**config.mk**
```make
export PLATFORM = sky130hd
export DESIGN_NAME = control_unit_sequencer
export DESIGN_NICKNAME = d
export VERILOG_FILES = /design/src/rtl/control_unit_sequencer.sv
export SDC_FILE = /design/constraint.sdc
export NUM_CORES = 1
export LEC_CHECK = 0
export ABC_AREA = 1
export CORE_MARGIN = 2
export CORE_UTILIZATION = 55
export CTS_CLUSTER_SIZE = 28
export DETAILED_ROUTE_END_ITERATION = 10
export GPL_TIMING_DRIVEN = 0
export PLACE_DENSITY = 0.89
export SLEW_MARGIN = 0
export SYNTH_ARGS = -nofsm -noshare
export SYNTH_HDL_FRONTEND = slang
export SYNTH_SLANG_ARGS = --single-unit
```
**constraint.sdc**
```tcl
create_clock -name clk -period 3.9 [get_ports clk]
set_clock_uncertainty 0.2 [all_clocks]
set_input_delay 0.78 -clock clk [delete_from_list [all_inputs] [get_ports clk]]
set_output_delay 0.78 -clock clk [all_outputs]
set_load 0.1 [all_outputs]
```
**src/rtl/control_unit_sequencer.sv**
```systemverilog
// Multicycle control sequencer for the MUSA core: walks each instruction through
// IF/ID/EX/MEM/WB, drives a registered control word, halt state and retire counter.
module control_unit_sequencer #(
  parameter int unsigned OPCODE_W = 6,
  parameter int unsigned FUNCT_W  = 6,
  parameter int unsigned CNT_W    = 16
) (
  input  logic                clk,
  input  logic                reset,
  input  logic [OPCODE_W-1:0] opcode,
  input  logic [FUNCT_W-1:0]  funct,
  input  logic                fetch_ack,
  input  logic                mem_ready,
  input  logic                alu_flag,
  output logic                fetch_req,
  output logic [2:0]          stage,
  output logic                read_reg,
  output logic                write_reg,
  output logic                mem_read,
  output logic                mem_write,
  output logic                immediat,
  output logic [FUNCT_W-1:0]  alu_fn,
  output logic                control_function,
  output logic                control_alu_data,
  output logic [2:0]          pc_src,
  output logic                push,
  output logic                pop,
  output logic                write_pc,
  output logic                halted,
  output logic                illegal_op,
  output logic [CNT_W-1:0]    retired
);

  localparam logic [2:0] S_IF   = 3'b000;
  localparam logic [2:0] S_ID   = 3'b001;
  localparam logic [2:0] S_EX   = 3'b010;
  localparam logic [2:0] S_MEM  = 3'b011;
  localparam logic [2:0] S_WB   = 3'b100;
  localparam logic [2:0] S_HALT = 3'b111;

  localparam logic [FUNCT_W-1:0] FN_ADD  = FUNCT_W'(6'b100000);
  localparam logic [FUNCT_W-1:0] FN_SUB  = FUNCT_W'(6'b100010);
  localparam logic [FUNCT_W-1:0] FN_AND  = FUNCT_W'(6'b100100);
  localparam logic [FUNCT_W-1:0] FN_OR   = FUNCT_W'(6'b100101);
  localparam logic [FUNCT_W-1:0] FN_FLAG = FUNCT_W'(6'b111111);

  typedef enum logic [3:0] {
    C_RTYPE, C_ADDI, C_SUBI, C_ANDI, C_ORI, C_LW, C_SW, C_JR,
    C_JPC, C_BRFL, C_HALT, C_NOP, C_CALL, C_RET, C_ILL
  } cls_e;

  // Opcodes with any bit set above the 6-bit field are illegal.
  function automatic cls_e decode(input logic [OPCODE_W-1:0] op);
    cls_e c;
    c = C_ILL;
    if ((op >> 6) == '0) begin
      case (op[5:0])
        6'b000000: c = C_RTYPE;
        6'b001000: c = C_ADDI;
        6'b001110: c = C_SUBI;
        6'b001100: c = C_ANDI;
        6'b001101: c = C_ORI;
        6'b100011: c = C_LW;
        6'b101011: c = C_SW;
        6'b011000: c = C_JR;
        6'b001001: c = C_JPC;
        6'b010001: c = C_BRFL;
        6'b000010: c = C_HALT;
        6'b000001: c = C_NOP;
        6'b000011: c = C_CALL;
        6'b000111: c = C_RET;
        default:   c = C_ILL;
      endcase
    end
    return c;
  endfunction

  function automatic logic ends_in_ex(input cls_e c);
    return c inside {C_JR, C_JPC, C_BRFL, C_NOP, C_CALL, C_RET, C_ILL};
  endfunction

  logic [2:0]         state_q, state_d;
  cls_e               cls_q, cls_d;
  logic [FUNCT_W-1:0] funct_q, funct_d;
  logic [CNT_W-1:0]   retired_q, retired_d;
  logic               fetch_req_q, fetch_req_d, read_reg_q, read_reg_d;
  logic               write_reg_q, write_reg_d, mem_read_q, mem_read_d;
  logic               mem_write_q, mem_write_d, immediat_q, immediat_d;
  logic [FUNCT_W-1:0] alu_fn_q, alu_fn_d;
  logic               ctl_fn_q, ctl_fn_d, ctl_alu_data_q, ctl_alu_data_d;
  logic [2:0]         pc_src_q, pc_src_d;
  logic               push_q, push_d, pop_q, pop_d, write_pc_q, write_pc_d;
  logic               halted_q, halted_d, illegal_q, illegal_d;
  logic               sw_commit_c, commit_c;

  // State and output registers.
  always_ff @(posedge clk or posedge reset) begin
    if (reset) begin
      state_q        <= S_IF;
      cls_q          <= C_NOP;
      funct_q        <= '0;
      retired_q      <= '0;
      fetch_req_q    <= 1'b0;
      read_reg_q     <= 1'b0;
      write_reg_q    <= 1'b0;
      mem_read_q     <= 1'b0;
      mem_write_q    <= 1'b0;
      immediat_q     <= 1'b0;
      alu_fn_q       <= '0;
      ctl_fn_q       <= 1'b0;
      ctl_alu_data_q <= 1'b0;
      pc_src_q       <= '0;
      push_q         <= 1'b0;
      pop_q          <= 1'b0;
      write_pc_q     <= 1'b0;
      halted_q       <= 1'b0;
      illegal_q      <= 1'b0;
    end else begin
      state_q        <= state_d;
      cls_q          <= cls_d;
      funct_q        <= funct_d;
      retired_q      <= retired_d;
      fetch_req_q    <= fetch_req_d;
      read_reg_q     <= read_reg_d;
      write_reg_q    <= write_reg_d;
      mem_read_q     <= mem_read_d;
      mem_write_q    <= mem_write_d;
      immediat_q     <= immediat_d;
      alu_fn_q       <= alu_fn_d;
      ctl_fn_q       <= ctl_fn_d;
      ctl_alu_data_q <= ctl_alu_data_d;
      pc_src_q       <= pc_src_d;
      push_q         <= push_d;
      pop_q          <= pop_d;
      write_pc_q     <= write_pc_d;
      halted_q       <= halted_d;
      illegal_q      <= illegal_d;
    end
  end

  // Next-state logic; opcode/funct are captured on the accepted fetch.
  always_comb begin
    state_d = state_q;
    cls_d   = cls_q;
    funct_d = funct_q;
    case (state_q)
      S_IF: if (fetch_ack) begin
        state_d = S_ID;
        cls_d   = decode(opcode);
        funct_d = funct;
      end
      S_ID: state_d = S_EX;
      S_EX: begin
        if (cls_q inside {C_LW, C_SW})                            state_d = S_MEM;
        else if (cls_q inside {C_RTYPE, C_ADDI, C_SUBI, C_ANDI, C_ORI}) state_d = S_WB;
        else if (cls_q == C_HALT)                                 state_d = S_HALT;
        else                                                      state_d = S_IF;
      end
      S_MEM:   if (mem_ready) state_d = (cls_q == C_LW) ? S_WB : S_IF;
      S_WB:    state_d = S_IF;
      S_HALT:  state_d = S_HALT;
      default: state_d = S_IF;
    endcase
  end

  // A store finishes in the MEM cycle that sees mem_ready, so its commit cannot be registered.
  assign sw_commit_c = (state_q == S_MEM) && (cls_q == C_SW) && mem_ready;
  assign commit_c    = write_pc_q || sw_commit_c;
  assign retired_d   = commit_c ? retired_q + CNT_W'(1) : retired_q;

  // Output decode for the cycle being entered.
  always_comb begin
    fetch_req_d    = (state_d == S_IF);
    halted_d       = (state_d == S_HALT);
    illegal_d      = (state_q == S_IF) && fetch_ack && (cls_d == C_ILL);
    read_reg_d     = 1'b0;
    write_reg_d    = 1'b0;
    mem_read_d     = 1'b0;
    mem_write_d    = 1'b0;
    immediat_d     = 1'b0;
    alu_fn_d       = '0;
    ctl_fn_d       = 1'b0;
    ctl_alu_data_d = 1'b0;
    pc_src_d       = 3'b000;
    push_d         = 1'b0;
    pop_d          = 1'b0;
    write_pc_d     = 1'b0;
    if (state_d inside {S_EX, S_MEM, S_WB}) begin
      case (cls_q)
        C_RTYPE: begin read_reg_d = 1'b1; alu_fn_d = funct_q; end
        C_ADDI:  begin read_reg_d = 1'b1; immediat_d = 1'b1; alu_fn_d = FN_ADD; ctl_fn_d = 1'b1; end
        C_SUBI:  begin read_reg_d = 1'b1; immediat_d = 1'b1; alu_fn_d = FN_SUB; ctl_fn_d = 1'b1; end
        C_ANDI:  begin read_reg_d = 1'b1; immediat_d = 1'b1; alu_fn_d = FN_AND; ctl_fn_d = 1'b1; end
        C_ORI:   begin read_reg_d = 1'b1; immediat_d = 1'b1; alu_fn_d = FN_OR;  ctl_fn_d = 1'b1; end
        C_LW: begin
          read_reg_d = 1'b1; immediat_d = 1'b1; alu_fn_d = FN_ADD; ctl_fn_d = 1'b1;
          ctl_alu_data_d = 1'b1;
        end
        C_SW:    begin read_reg_d = 1'b1; immediat_d = 1'b1; alu_fn_d = FN_ADD; ctl_fn_d = 1'b1; end
        C_JR:    read_reg_d = 1'b1;
        C_JPC:   immediat_d = 1'b1;
        C_BRFL:  begin read_reg_d = 1'b1; alu_fn_d = FN_FLAG; ctl_fn_d = 1'b1; end
        default: ;
      endcase
    end
    if (state_d == S_EX) begin
      case (cls_q)
        C_CALL:  begin push_d = 1'b1; pc_src_d = 3'b010; end
        C_RET:   begin pop_d = 1'b1; pc_src_d = 3'b101; end
        C_JR:    pc_src_d = 3'b001;
        C_JPC:   pc_src_d = 3'b100;
        C_BRFL:  pc_src_d = alu_flag ? 3'b110 : 3'b000;
        default: ;
      endcase
      write_pc_d = ends_in_ex(cls_q);
    end
    if (state_d == S_MEM) begin
      mem_read_d  = (cls_q == C_LW);
      mem_write_d = (cls_q == C_SW);
    end
    if (state_d == S_WB) begin
      write_reg_d = 1'b1;
      write_pc_d  = 1'b1;
    end
  end

  assign fetch_req        = fetch_req_q;
  assign stage            = state_q;
  assign read_reg         = read_reg_q;
  assign write_reg        = write_reg_q;
  assign mem_read         = mem_read_q;
  assign mem_write        = mem_write_q;
  assign immediat         = immediat_q;
  assign alu_fn           = alu_fn_q;
  assign control_function = ctl_fn_q;
  assign control_alu_data = ctl_alu_data_q;
  assign pc_src           = pc_src_q;
  assign push             = push_q;
  assign pop              = pop_q;
  assign write_pc         = write_pc_q || sw_commit_c;
  assign halted           = halted_q;
  assign illegal_op       = illegal_q;
  assign retired          = retired_q;

endmodule

```
==> reports/metrics.cfg <==
[logic_synthesis]
synth.largest_area_cell=dfrtp_1
synthFlopType=dfrtp_1
synth_area_leaders=dfrtp_1, nand2_1, nor2_1, inv_1, dfstp_2
ys_ff_latch=51
synth.top_cell.area_share=0.448
ys_warn_count=0
synth.cell_area_sq_um=2680
synth_cell_type_count=31
synthCells=333
syn_nets=356
ys_seq_area_frac=0.477
synth_edf_count=0
ys_async_sr_fraction=1.00
avgSynthCellArea_sq_um=8.05

[critical_path]
worstSetupPathType=input port to output port
worstReg2RegStart=cls_q[0]
end_kind=output port
critPathLaunchType=input port
cp.arrival_ns=2.70
startpoint=mem_ready
crit_fanout=10
reg2reg_slack_ns=1.93
crit_required_ns=2.92

[sta]
drv_slew=0
tightest_slew_ns=0.977
relSlewSlack=0.346
fin_setup_tns_ns=0
hold_viol=0
max_freq_mhz=272
fin_crit_ns=3.68
rsz0062_at_grt=no
whs_ns=0.298
setup_viol=0
fin_crit_sh=0.944

[layout]
multi_input_area_sq_um=1210
nNetsFinal=421
area_growth_pct=29.1
n_antenna_cell=0
final_util=0.733
layout-drive-gt1-share=0.0980
ff_latch_area_sq_um=1280
nFillCells=350
largest_register_ffs=16

[clock_network]
ctsHtreeMaxLevel=2
cts_made_buffers=5
cts_root_buf=clkbuf_8
path_clk_slew_ns=0.09
cts_sinks=51
tritoncts=yes
clk_latency_ns=0.30
cts_setup_buffers=0
cts_max_path_buffers=2

[global_routing]
grt_max_degree=38
grt-ovfl-total=0
grt_pass1_vias=2294
grt_pass1_wl_mm=9.83
antenna_found_initial=0
grt_usage=0.233

[power]
peakVddDrop_mv=0.214
p_sw_frac=0.211
p_per_area_nw_per_um2=270
p_leak_nw=1.71
clkPwrFrac=0.382
internal_power_uw=738
power_frac_seq=0.565
power_uw=935
p_sw_uw=197
pwr-share-comb=0.053

[floorplan]
die_area_sq_um=5450
num_io_pins=58
initial_core_util=0.568
core_area_sq_um=4720
die_h_um=73.8
die_w_um=73.8
rows=25

[hold_path]
hold_path.class=flop to flop
hp-start=funct_q[2]

[place]
io_buffers=57
dp_hpwl_mm=4.46
gp_congestion=0.918

[drt]
detail-route-antenna-nets=0
drc_errors=0
wl_per_cell_um=12.3
detail_route.vias_per_cell=5.14
drt_iter0_drc=180
vias=2390
firstDrtPassIters=6
wl_mm=5.70

[run_status]
status=finished, final reports clean

[job]
cap_violations=0

[power groups by stage]
stage	registers, mW	logic, mW	clock network (mW)
floorplan	0.539	0.0210	0
global placement	0.539	0.0453	0
detailed placement	0.539	0.0496	0
CTS	0.528	0.0498	0.362
global route	0.529	0.0563	0.385
finish	0.528	0.0493	0.358
[cell usage after synthesis, types with 4 or more instances]
master	instances
nand2_1	86
nor2_1	54
dfrtp_1	48
inv_1	40
o21ai_0	15
nand3_1	14
xor2_1	9
a21oi_1	8
o21ai_2	7
ha_1	6
nor3_1	6
inv_2	4
xnor2_1	4
[worst paths after layout]
path                                     to  depth (start not counted)
worst max register to register    alu_fn[1]                          9
worst min-delay path             funct_q[2]                          2
worst min register to register   funct_q[2]                          2
max in group asynchronous       retired[14]                          3
min in group asynchronous        funct_q[4]                          2
worst max-delay path               write_pc                          5
[stage by stage]
stage	setup slack, ns	instance area, sq um	std cells
2_1_floorplan	1.04	2680	333
3_3_place_gp	-0.0584	3340	457
3_5_place_dp	-0.0716	3360	458
4_1_cts	0.209	3460	465
5_1_grt	0.145	3460	465
6_report	0.220	3460	465
[timing repair]
item,CTS,global route
setup endpoints to repair,1,0
gates resized for setup,1,0
endpoints found under the hold margin,0,0
hold buffers,0,0
[worst max-delay path: stages]
cell and delay, ns:
clkdlybuf4s50_1 0.56, a31oi_4 0.16, inv_2 0.11, buf_4 0.21
dlygate4sd2_1 0.88
[cell usage in the layout (no fill, tap or decap), types with 4 or more instances in the layout]
cell / n
a21oi_1: 8
xnor2_1: 4
inv_2: 5
xor2_1: 9
dfrtp_1: 48
nand3_1: 14
nor3_1: 6
o21ai_2: 7
inv_1: 39
o21ai_0: 15
ha_1: 6
nand2_1: 86
clkdlybuf4s50_1: 56
nor2_1: 54
clkbuf_8: 5
[per-layer routing]
metal	vias up	global-route usage	share of wire	wire length, um
met1	1126	0.299	0.44	2480
met2	72	0.393	0.50	2830
met3	9	0.0590	0.055	314
met4	0	0.0606	0.013	76
met5	-	0	0	0
li1	1183	-	-	-
[cell type report]
class / count / area share
flip-flops and latches: 51 / 0.370
repair buffers: 58 / 0.170
plain buffers: 3 / 0.00759
well taps: 67 / 0.0242
clock buffers: 5 / 0.0199
inverters: 44 / 0.0477
clock inverters: 2 / 0.0108
multi-input cells: 235 / 0.350
[cells by family (layout without fill, tap and decap cells)]
family	after synthesis	count (layout)	synth area share
AND/OR/NAND/NOR	178	178	0.288
flip-flops	51	51	0.477
buffers and inverters	47	112	0.0714
AO/OA/AOI/OAI	38	38	0.0929
XOR/XNOR	13	13	0.0425
adder cells (fa/ha/maj)	6	6	0.0280
(Power assumes the default switching activity.)
